File: config.mk
export PLATFORM = sky130hd
export DESIGN_NAME = bitserial_alu_sequencer
export DESIGN_NICKNAME = d
export VERILOG_FILES = /design/src/rtl/bitserial_alu_sequencer.sv
export SDC_FILE = /design/constraint.sdc
export NUM_CORES = 1
export LEC_CHECK = 0
export CORE_MARGIN = 8
export CORE_UTILIZATION = 57
export DETAILED_ROUTE_END_ITERATION = 10
export GPL_ROUTABILITY_DRIVEN = 0
export HOLD_SLACK_MARGIN = 0.02
export PLACE_DENSITY_LB_ADDON = 0.05
export SKIP_CTS_REPAIR_TIMING = 1
export SLEW_MARGIN = 20
export SYNTH_ARGS = -nofsm -noshare
export SYNTH_HDL_FRONTEND = slang
export SYNTH_SLANG_ARGS = --single-unit
export TNS_END_PERCENT = 20
File: constraint.sdc
create_clock -name clk -period 10.35 [get_ports clk]
set_clock_uncertainty 0.2 [all_clocks]
set_input_delay 1.5525 -clock clk [delete_from_list [all_inputs] [get_ports clk]]
set_output_delay 1.5525 -clock clk [all_outputs]
set_load 0.005 [all_outputs]
File: src/rtl/bitserial_alu_sequencer.sv
// Bit-serial ALU: runs one structuralBitSlice LSB-first over WIDTH cycles, then publishes result and flags.
// Optional macro ALUSEQ_FLAGS_EN builds the carryout/overflow/zero flag logic; otherwise those outputs are tied 0.

module structuralBitSlice (
  input  logic       a,
  input  logic       b,
  input  logic       carryin,
  input  logic [2:0] control,
  output logic       sum,
  output logic       carryout
);
  localparam logic [2:0] OP_ADD  = 3'd0;
  localparam logic [2:0] OP_SUB  = 3'd1;
  localparam logic [2:0] OP_XOR  = 3'd2;
  localparam logic [2:0] OP_SLT  = 3'd3;
  localparam logic [2:0] OP_AND  = 3'd4;
  localparam logic [2:0] OP_NAND = 3'd5;
  localparam logic [2:0] OP_NOR  = 3'd6;

  logic b_eff;
  logic half;

  // SUB and SLT add the inverted B with the carry chain seeded to 1
  assign b_eff = b ^ ((control == OP_SUB) || (control == OP_SLT));
  assign half  = a ^ b_eff;

  always_comb begin
    sum      = 1'b0;
    carryout = 1'b0;
    case (control)
      OP_ADD, OP_SUB, OP_SLT: begin
        sum      = half ^ carryin;
        carryout = (a & b_eff) | (carryin & half);
      end
      OP_XOR:  sum = a ^ b;
      OP_AND:  sum = a & b;
      OP_NAND: sum = ~(a & b);
      OP_NOR:  sum = ~(a | b);
      default: sum = a | b;
    endcase
  end
endmodule

module bitserial_alu_sequencer #(
  parameter int unsigned WIDTH = 32
) (
  input  logic             clk,
  input  logic             reset,
  input  logic             start,
  input  logic [2:0]       command,
  input  logic [WIDTH-1:0] operandA,
  input  logic [WIDTH-1:0] operandB,
  output logic             busy,
  output logic             done,
  output logic [WIDTH-1:0] result,
  output logic             carryout,
  output logic             overflow,
  output logic             zero
);
  localparam int unsigned CNT_W = $clog2(WIDTH);
  localparam logic [CNT_W-1:0] LAST_BIT = CNT_W'(WIDTH - 1);

  localparam logic [2:0] OP_ADD = 3'd0;
  localparam logic [2:0] OP_SUB = 3'd1;
  localparam logic [2:0] OP_SLT = 3'd3;

  typedef enum logic [1:0] {
    S_IDLE,
    S_RUN,
    S_DONE
  } state_e;

  state_e           state_q, state_d;
  logic [WIDTH-1:0] a_sr_q, a_sr_d;
  logic [WIDTH-1:0] b_sr_q, b_sr_d;
  logic [WIDTH-2:0] res_sr_q, res_sr_d;
  logic [2:0]       cmd_q, cmd_d;
  logic [CNT_W-1:0] cnt_q, cnt_d;
  logic             carry_q, carry_d;
  logic             busy_q, busy_d;
  logic             done_q, done_d;
  logic [WIDTH-1:0] result_q, result_d;

  logic             slice_sum;
  logic             slice_cout;
  logic [WIDTH-1:0] res_next_c;
  logic             is_arith_c;
  logic             ovf_c;
  logic             slt_bit_c;

`ifdef ALUSEQ_FLAGS_EN
  logic carryout_q, carryout_d;
  logic overflow_q, overflow_d;
  logic zero_q, zero_d;
  logic cin_msb_c;
`endif

  structuralBitSlice u_slice (
    .a        (a_sr_q[0]),
    .b        (b_sr_q[0]),
    .carryin  (carry_q),
    .control  (cmd_q),
    .sum      (slice_sum),
    .carryout (slice_cout)
  );

  // On the last bit carry_q is the carry into the MSB, so overflow falls out directly
  assign res_next_c = {slice_sum, res_sr_q};
  assign is_arith_c = (cmd_q == OP_ADD) || (cmd_q == OP_SUB) || (cmd_q == OP_SLT);
  assign ovf_c      = carry_q ^ slice_cout;
  assign slt_bit_c  = slice_sum ^ ovf_c;
`ifdef ALUSEQ_FLAGS_EN
  assign cin_msb_c  = carry_q;
`endif

  // Next-state and registered-output logic
  always_comb begin
    state_d  = state_q;
    a_sr_d   = a_sr_q;
    b_sr_d   = b_sr_q;
    res_sr_d = res_sr_q;
    cmd_d    = cmd_q;
    cnt_d    = cnt_q;
    carry_d  = carry_q;
    busy_d   = 1'b0;
    done_d   = 1'b0;
    result_d = result_q;
`ifdef ALUSEQ_FLAGS_EN
    carryout_d = carryout_q;
    overflow_d = overflow_q;
    zero_d     = zero_q;
`endif
    case (state_q)
      S_IDLE: begin
        if (start) begin
          a_sr_d  = operandA;
          b_sr_d  = operandB;
          cmd_d   = command;
          cnt_d   = '0;
          carry_d = (command == OP_SUB) || (command == OP_SLT);
          busy_d  = 1'b1;
          state_d = S_RUN;
        end
      end
      S_RUN: begin
        busy_d   = 1'b1;
        a_sr_d   = a_sr_q >> 1;
        b_sr_d   = b_sr_q >> 1;
        res_sr_d = res_next_c[WIDTH-1:1];
        carry_d  = slice_cout;
        cnt_d    = CNT_W'(cnt_q + 1'b1);
        if (cnt_q == LAST_BIT) begin
          busy_d   = 1'b0;
          done_d   = 1'b1;
          state_d  = S_DONE;
          result_d = (cmd_q == OP_SLT) ? WIDTH'(slt_bit_c) : res_next_c;
`ifdef ALUSEQ_FLAGS_EN
          carryout_d = is_arith_c & slice_cout;
          overflow_d = is_arith_c & (cin_msb_c ^ slice_cout);
          zero_d     = (result_d == '0);
`endif
        end
      end
      S_DONE: state_d = S_IDLE;
      default: state_d = S_IDLE;
    endcase
  end

  always_ff @(posedge clk or posedge reset) begin
    if (reset) begin
      state_q  <= S_IDLE;
      a_sr_q   <= '0;
      b_sr_q   <= '0;
      res_sr_q <= '0;
      cmd_q    <= '0;
      cnt_q    <= '0;
      carry_q  <= 1'b0;
      busy_q   <= 1'b0;
      done_q   <= 1'b0;
      result_q <= '0;
    end else begin
      state_q  <= state_d;
      a_sr_q   <= a_sr_d;
      b_sr_q   <= b_sr_d;
      res_sr_q <= res_sr_d;
      cmd_q    <= cmd_d;
      cnt_q    <= cnt_d;
      carry_q  <= carry_d;
      busy_q   <= busy_d;
      done_q   <= done_d;
      result_q <= result_d;
    end
  end

`ifdef ALUSEQ_FLAGS_EN
  always_ff @(posedge clk or posedge reset) begin
    if (reset) begin
      carryout_q <= 1'b0;
      overflow_q <= 1'b0;
      zero_q     <= 1'b0;
    end else begin
      carryout_q <= carryout_d;
      overflow_q <= overflow_d;
      zero_q     <= zero_d;
    end
  end

  assign carryout = carryout_q;
  assign overflow = overflow_q;
  assign zero     = zero_q;
`else
  assign carryout = 1'b0;
  assign overflow = 1'b0;
  assign zero     = 1'b0;
`endif

  assign busy   = busy_q;
  assign done   = done_q;
  assign result = result_q;
endmodule
==> results of run 1 <==
per-stage QoR:
stage	util	total power (uW)	cells	hold slack, ns	worst slack (ns)
after floorplan	-	1240	645	0.247	4.84
after global placement	0.679	1400	839	0.271	6.63
after detailed placement	0.679	1430	839	0.279	6.62
after CTS	0.734	2060	869	0.294	7.16
after global routing	0.734	2180	869	0.322	6.89
final	0.734	2050	869	0.290	7.14
layout by cell type (no fill, tap or decap), drive strengths merged, types with 3 or more instances in the layout:
cell type / n
dfrtp: 140
clkdlybuf4s50: 102
nand2: 102
o21ai: 70
nor2b: 67
a22oi: 63
a21oi: 63
a22o: 34
clkbuf: 20
inv: 9
nor2: 7
buf: 7
ha: 4
bufinv: 4
nand2b: 3
mux2i: 3
conb: 3
clkinv: 3
worst max path at each step:
stage,start,end,cells past startpoint,slack [ns]
2_1_floorplan,reset,a_sr_q[0],1,4.84
3_3_place_gp,reset,state_q[0],3,6.63
3_5_place_dp,reset,state_q[0],3,6.62
4_1_cts,start,carry_q,7,7.16
5_1_grt,reset,state_q[0],3,6.89
6_report,start,carry_q,7,7.14
cell type report:
cell class	count	area (um^2)	share of cell area
well taps	140	175	0.0219
flip-flops and latches	140	3510	0.439
clock inverters	10	166	0.0208
multi-input cells	442	2600	0.325
repair buffers	109	1070	0.134
inverters	8	37.5	0.00469
clock buffers	20	435	0.0545
state kept, by name, indices dropped and copies added (netlist names):
name / cells
a_sr_q: 32
b_sr_q: 32
busy: 1
carry_q: 1
cmd_q: 3
cnt_q: 5
done: 1
res_sr_q: 31
result: 32
state_q: 2
cells by family (layout without fill, tap and decap cells):
group	after synthesis	in the layout	synth area share
DFF	140	140	0.548
muxes	4	4	0.00645
xor gates and xnor gates	1	1	0.00137
and+or+nand+nor	187	187	0.145
buffers and inverters	63	147	0.0483
adders and majority gates	5	5	0.0110
other	1	3	0.000586
AOI/OAI and AO/OA	242	242	0.240
layer usage:
layer	vias up	GRT usage	part of all wire
li1	2402	-	-
met1	2521	0.256	0.43
met2	123	0.335	0.50
met3	16	0.0560	0.053
met4	0	0.0640	0.011
met5	-	0	0
power groups by stage:
| stage | Combinational, uW | Sequential, uW | Clock, uW |
|---|---|---|---|
| final | 519 | 909 | 620 |
| after global routing | 592 | 938 | 650 |
| after CTS | 528 | 908 | 628 |
| after detailed placement | 518 | 913 | 0 |
| after global placement | 495 | 901 | 0 |
| after floorplan | 386 | 857 | 0 |
critical path: stages:
cell and delay, ns:
buf_2 0.07, buf_4 0.55, nor2b_4 0.28, buf_4 0.54, a21oi_1 0.13, nor2_1 0.11
a221oi_1 0.06
==> results.md, run 1 <==
* Final setup viols at 0
* Yosys warns at 0
* Design area at approximately 0.008 mm^2
* Starting Density at 0.588
* RSZ-0062 raised after global routing: no
* Area leader, netlist: dfrtp_1
* Worst path required time at approximately 10 ns
* Worst slew pin tran at 1.00 ns
* I/O pin cnt at 107
* Crit path kind: input pin to register
* Area after DPL at about 0.0074 mm^2
* Reg2Reg Depth at 5
* DRT iter0 DRCs at slightly above 500
* GRT overflow at 0
* Final Max Tran Viols at 0
* Synth Instances at around 640
* Hold path depth at 2
* Clock root buffer: clkbuf_8
* ANT cells at 0
* Reg power frac at 0.444
* DRC at 0
* Pwr dens at about 260 mW/mm^2
* Initial antenna violation count at 0
* Total GRT Usage at 0.204
* Layout cells sized above 1 at 0.0658
* Leakage power at between 0.003 and 0.004 uW
* Yosys reg bits at 140
* Clock slew at reported path FFs at 0.06 ns
* R2r endpoint: result[0]
* Synth Flop Type: dfrtp_1
* First-pass DRT Iterations at 4
* CP arrival at around 3.4 ns
* Largest net degree at the start of global routing at 95
* NumNets Final at ~800
* DR WL/cell at 16.7 um
* First-pass GRT wire length at roughly 25000 um
* Hold Crit Class: register to register
* Port bufs at roughly 100
* Placed wire-length estimate at between 8000 and 9000 um
* NetSw at around 630 uW
* H-tree Lvls at 4
* Final Cycle Share at 0.310
* Number of cell rows at 38
* Core box area at ~0.011 mm^2
* Async SR Flop Fraction at 1.00
* Longest Clk Path Bufs at 2
* Clock sink count at 140
* Worst relative slew slack at 0.333
* Final Hold Fails at 0
* Unique cell type count in the Yosys netlist at between 40 and 50
* Hold path start: res_sr_q[30]
* Commonest cells post-synth: dfrtp_1 (140), nand2_1 (101), o21ai_0 (70)
* Area grow syn2layout at 25.0%
* Top post-synthesis cells by area: dfrtp_1 (55%), a22oi_1 (7.4%), nor2b_1 (6.5%)
* Sw frac at 0.307
* Chip Width at between 100 and 150 um
* Max Freq at 0.311 GHz
* Sequential cell area fraction in the yosys report at 0.548
* Status: completed
* Max IR drop VDD at about 0.00012 V
* Most common cell in the netlist: dfrtp_1
* Full die area at 0.0149 mm^2
* Worst-path fanout max at 67
* Tmin final at 3.21 ns
* Final wirelength at 14500 um
* Clock Power Share at 0.303
* Worst setup EP type: register
* Post-synth EDFFs at 0
* CTS Buf Count at 17
* Antenna-violating nets left at 0
* Startpoint types: input pin
* Yosys top cell area share at 0.548
* Vias at between 5000 and 6000
* Hold Path Sink: res_sr_q[29]
* Fillers at roughly 820
* Vias in the first global route at approximately 5200
* Post-route setup TNS at 0 ns
* R2r setup slk at between 7 and 8 ns
* CTS tree: built
* Combinational power share at 0.253
* Reg-to-Reg Start: state_q[0]
* Post-synthesis cell area at ~0.0064 mm^2
* P_int at about 1400 uW
* Clock Latency Late Sink at 0.52 ns
* Mean Syn Cell Area at 9.95 um^2
* Max Cap Viol at 0
* Via density at 5.83
* Die Y at 122 um
(Power assumes the default switching activity.)
==> inputs of run 2 (changes only) <==
Settings changed: CORE_UTILIZATION 57 to 48.
Clock period 10.35 ns to 2.9 ns, I/O delays scaled along.
==> results.md, run 2 (synthesis results as in run 1) <==
* Status: completed
* Antenna-violating nets left at 0
* GRT overflow at 0
* Max Cap Viol at 0
* Final Cycle Share at 0.812
* Final Hold Fails at 0
* Worst path required time at roughly 3 ns
* Final wirelength at about 15000 um
* Hold Crit Class: input pin to async pin
* Reg power frac at 0.411
* Total GRT Usage at 0.177
* Max Freq at 0.425 GHz
* Clock Power Share at 0.342
* CTS Buf Count at 17
* Initial antenna violation count at 2
* Full die area at ~0.017 mm^2
* Clock Latency Late Sink at 0.41 ns
* Worst setup margin at 0.545 ns
* Most common cell after layout, fill and taps aside: dfrtp_1
* Crit path kind: register to register
* Via density at about 5.4
* Area grow syn2layout at 28.9%
* Layout cells sized above 1 at 0.0811
* Chip Width at approximately 130 um
* Worst setup EP type: register
* Max IR drop VDD at between 0.0005 and 0.0006 V
* Reg-to-Reg Start: cmd_q[2]
* First-pass DRT Iterations at 4
* Starting Density at 0.487
* Multi-input logic area at 0.00260 mm^2
* ANT cells at 0
* Post-layout util at 0.628
* Die Y at 131 um
* DP Worst Slack at roughly 0.56 ns
* Combinational power share at 0.247
* Register area at 0.00351 mm^2
* Worst relative slew slack at 0.329
* H-tree Lvls at 4
* Crit. Startpoint: cmd_q[2]
* Sw frac at 0.290
* Clock slew at reported path FFs at 0.06 ns
* CTS tree: built
* Post-route setup TNS at 0 ns
* R2r setup slk at 0.55 ns
* Worst slew pin tran at between 1 and 1.5 ns
* Startpoint types: register
* CP arrival at between 2 and 2.5 ns
* Clock root buffer: clkbuf_16
* Vias in the first global route at between 5000 and 6000
* DR WL/cell at 16.4 um
* P_int at between 5000 and 6000 uW
* I/O pin cnt at ~110
* Longest Clk Path Bufs at 2
* Core box area at approximately 0.013 mm^2
* Leakage power at roughly 0.0037 uW
* Pwr dens at around 940 mW/mm^2
* Clock sink count at between 100 and 150
* Most frequent cells in the layout: dfrtp_1 (138), clkdlybuf4s50_1 (102), nand2_1 (101), o21ai_0 (70), nor2b_1 (65)
* DRT iter0 DRCs at roughly 330
* Vias at between 4000 and 5000
* Fillers at approximately 1100
* DRC at 0
* Number of cell rows at between 40 and 50
* NumNets Final at 802
* Port bufs at just over 100
* Worst-path fanout max at 11
* NetSw at approximately 2200 uW
* First-pass GRT wire length at roughly 26000 um
* Final Max Tran Viols at 0
* Largest net degree at the start of global routing at 95
* Tmin final at 2.35 ns
* RSZ-0062 raised after global routing: no
* Placed wire-length estimate at ~9400 um
* Final setup viols at 0
==> run 2: layout make-up <==
cell class	instances	share of cell area
inverter	8	0.00440
timing repair buffer	118	0.141
clock buffer	20	0.0554
tap	176	0.0267
multi-input combinational	442	0.315
sequential	140	0.425
clock inverter	12	0.0320
==> run 2: path summary, 6_finish.rpt <==
check | end | cells after the start
worst min register to register | res_sr_q[15] | 2
worst max register to register | result[0] | 7
worst max-delay path | result[0] | 7
worst min-delay path | a_sr_q[24] | 2
max in group asynchronous | result[25] | 3
min in group clk | res_sr_q[15] | 2
==> run 2: critical path, stage by stage (launching register included) <==
cell,delay [ns]
dfrtp_1,0.52
nor2_1,0.10
xnor2_1,0.15
fa_1,0.40
or4_1,0.50
and3b_1,0.18
mux2i_1,0.13
nand2_1,0.06
==> run 2: per-stage QoR <==
stage          cells  total power [uW]  hold slack [ns]  cell area [um^2]
4_1_cts          916              7820            0.234              8250
2_1_floorplan    645              4440            0.247              6410
6_report         916              7730            0.231              8250
3_5_place_dp     884              5130            0.283              7530
5_1_grt          916              8250            0.272              8250
3_3_place_gp     884              5030            0.275              7530
==> run 2: power groups by stage <==
stage | registers [uW] | logic (uW) | clock network (uW)
after floorplan | 3060 | 1380 | 0
after global placement | 3170 | 1860 | 0
after detailed placement | 3200 | 1930 | 0
after CTS | 3180 | 1950 | 2690
after global routing | 3280 | 2190 | 2780
final | 3180 | 1910 | 2640
==> run 2: layer usage <==
metal	share of wire	track usage
met2	0.49	0.286
met1	0.46	0.220
met4	0.011	0.0632
met5	0.0016	0
met3	0.044	0.0549
==> inputs of run 3 (changes only) <==
Settings changed: CORE_UTILIZATION 48 to 53.
Clock period 2.9 ns to 2.3 ns, I/O delays scaled along.
==> results.md, run 3 (synthesis results as in run 1) <==
* Worst relative slew slack at 0.511
* Reg power frac at 0.431
* Layout cells sized above 1 at 0.0825
* Sw frac at 0.306
* Starting Density at 0.537
* Crit path max-delay family: simple AND/OR/NAND/NOR gates
* Clock Latency Late Sink at ~0.41 ns
* Fillers at 950
* Clock root buffer: clkbuf_16
* Final setup viols at 0
* DRC at 0
* Vias at 5046
* Combinational power share at 0.271
* Die Y at between 100 and 150 um
* Number of cell rows at 40
* First-pass GRT wire length at roughly 25000 um
* CP max stage delay at a little under 0.5 ns
* DP Worst Slack at 0.0598 ns
* Largest net degree at the start of global routing at 98
* Worst-path fanout max at 3
* Via density at 5.70
* Fin Hold WS at 0.220 ns
* Hold Crit Class: input pin to async pin
* ANT cells at 0
* Longest Clk Path Bufs at 2
* I/O pin cnt at 107
* Final Max Tran Viols at 0
* P_int at 6420 uW
* Max Freq at between 0.4 and 0.5 GHz
* GRT overflow at 0
* Clock Power Share at 0.298
* Clock slew at reported path FFs at approximately 0.060 ns
* Pwr dens at around 1100 mW/mm^2
* H-tree Lvls at 4
* Worst path required time at 2.39 ns
* DRT iter0 DRCs at 482
* R2r setup slk at a little over 0.1 ns
* Initial antenna violation count at 1
* DR WL/cell at ~17 um
* CP arrival at about 2.3 ns
* Full die area at 0.0158 mm^2
* Final Cycle Share at 0.955
* Placed wire-length estimate at 9090 um
* RSZ-0062 raised after global routing: yes
* Clock sink count at between 100 and 150
* Port bufs at ~100
* Most frequent cells in the layout: dfrtp_1 (138), clkdlybuf4s50_1 (102), nand2_1 (101), o21ai_0 (69), nor2b_1 (65)
* Leakage power at ~0.0036 uW
* First-pass DRT Iterations at 5
* Core box area at ~0.012 mm^2
* NetSw at between 2000 and 3000 uW
* CTS tree: built
* Crit path kind: register to register
* Status: completed
* Vias in the first global route at about 5100
* Crit path buf inv count at 1
* Startpoint types: register
* Worst slew pin tran at ~0.73 ns
* Max Cap Viol at 0
* Reg2Reg Depth at 8
* Chip Width at ~130 um
* Final Hold Fails at 0
* Worst setup EP type: register
* Most common cell after layout, fill and taps aside: dfrtp_1
* CTS Buf Count at 17
* Post-route setup TNS at 0 ns
* Total GRT Usage at 0.190
* Antenna-violating nets left at 0
* NumNets Final at between 800 and 900
* Area grow syn2layout at 26.9%
* Critical-path top delay cell: or4_1
* R2r endpoint: result[0]
* Tmin final at between 2 and 2.5 ns
* Worst setup margin at between 0.1 and 0.15 ns
* Final wirelength at about 15000 um
* Reg-to-Reg Start: cmd_q[0]
* Post-layout util at 0.682
* Max IR drop VDD at around 0.00057 V
* Crit path cell chain: inv_1 -> nor2_1 -> xnor2_1 -> fa_2 -> or4_1 -> and3b_1 -> mux2i_1 -> nand2_1
## run 3: cell count changes in the layout (fill, tap and decap cells not counted), sizes merged
cell      before  now
clkinvlp       1    5
bufinv         8    3
## run 3: through the flow
step	power, uW	instances	instance area [um^2]
floorplan	5590	645	6410
detailed placement	6510	855	7520
finish	9250	886	8120
global route	9850	886	8120
global placement	6370	855	7520
CTS	9310	886	8120
## run 3: layout make-up
cell class	count	area (um^2)	share of cell area
clock inverters	11	144	0.0177
flip-flops and latches	140	3510	0.432
clock buffers	20	457	0.0562
well taps	147	184	0.0226
multi-input cells	442	2610	0.321
repair buffers	118	1190	0.146
inverters	8	36.3	0.00447
## run 3: power by group through the flow
stage | registers [uW] | logic [uW] | clock network, uW
after global placement | 3970 | 2400 | 0
final | 3990 | 2510 | 2750
after global routing | 4110 | 2840 | 2900
after CTS | 3990 | 2520 | 2800
after floorplan | 3860 | 1740 | 0
after detailed placement | 4010 | 2510 | 0
## run 3: worst max path at each step
| stage | depth (start not counted) | endpoint | slack [ns] | start |
|---|---|---|---|---|
| CTS | 8 | result[0] | 0.04 | cmd_q[0] |
| global placement | 8 | result[0] | 0.10 | cmd_q[0] |
| detailed placement | 8 | result[0] | 0.06 | cmd_q[0] |
| global route | 9 | result[0] | -0.04 | cmd_q[0] |
| finish | 8 | result[0] | 0.10 | cmd_q[0] |
| floorplan | 1 | a_sr_q[0] | 0.006 | reset |
## run 3: worst reg2reg max path: cells and delay by family, from the launching register on
kind	cells	cell delay, ns
buffers and inverters	1	0.09
DFF	1	0.37
and+or+nand+nor	4	0.79
adders and majority gates	1	0.36
xor gates and xnor gates	1	0.14
muxes	1	0.14
## run 3: layer usage
metal  vias up  track usage  wire length (um)
li1       2425            -                 -
met1      2464        0.235              6520
met2       138        0.308              7090
met3        17       0.0608               890
met4         2       0.0679               183
met5         -            0                10
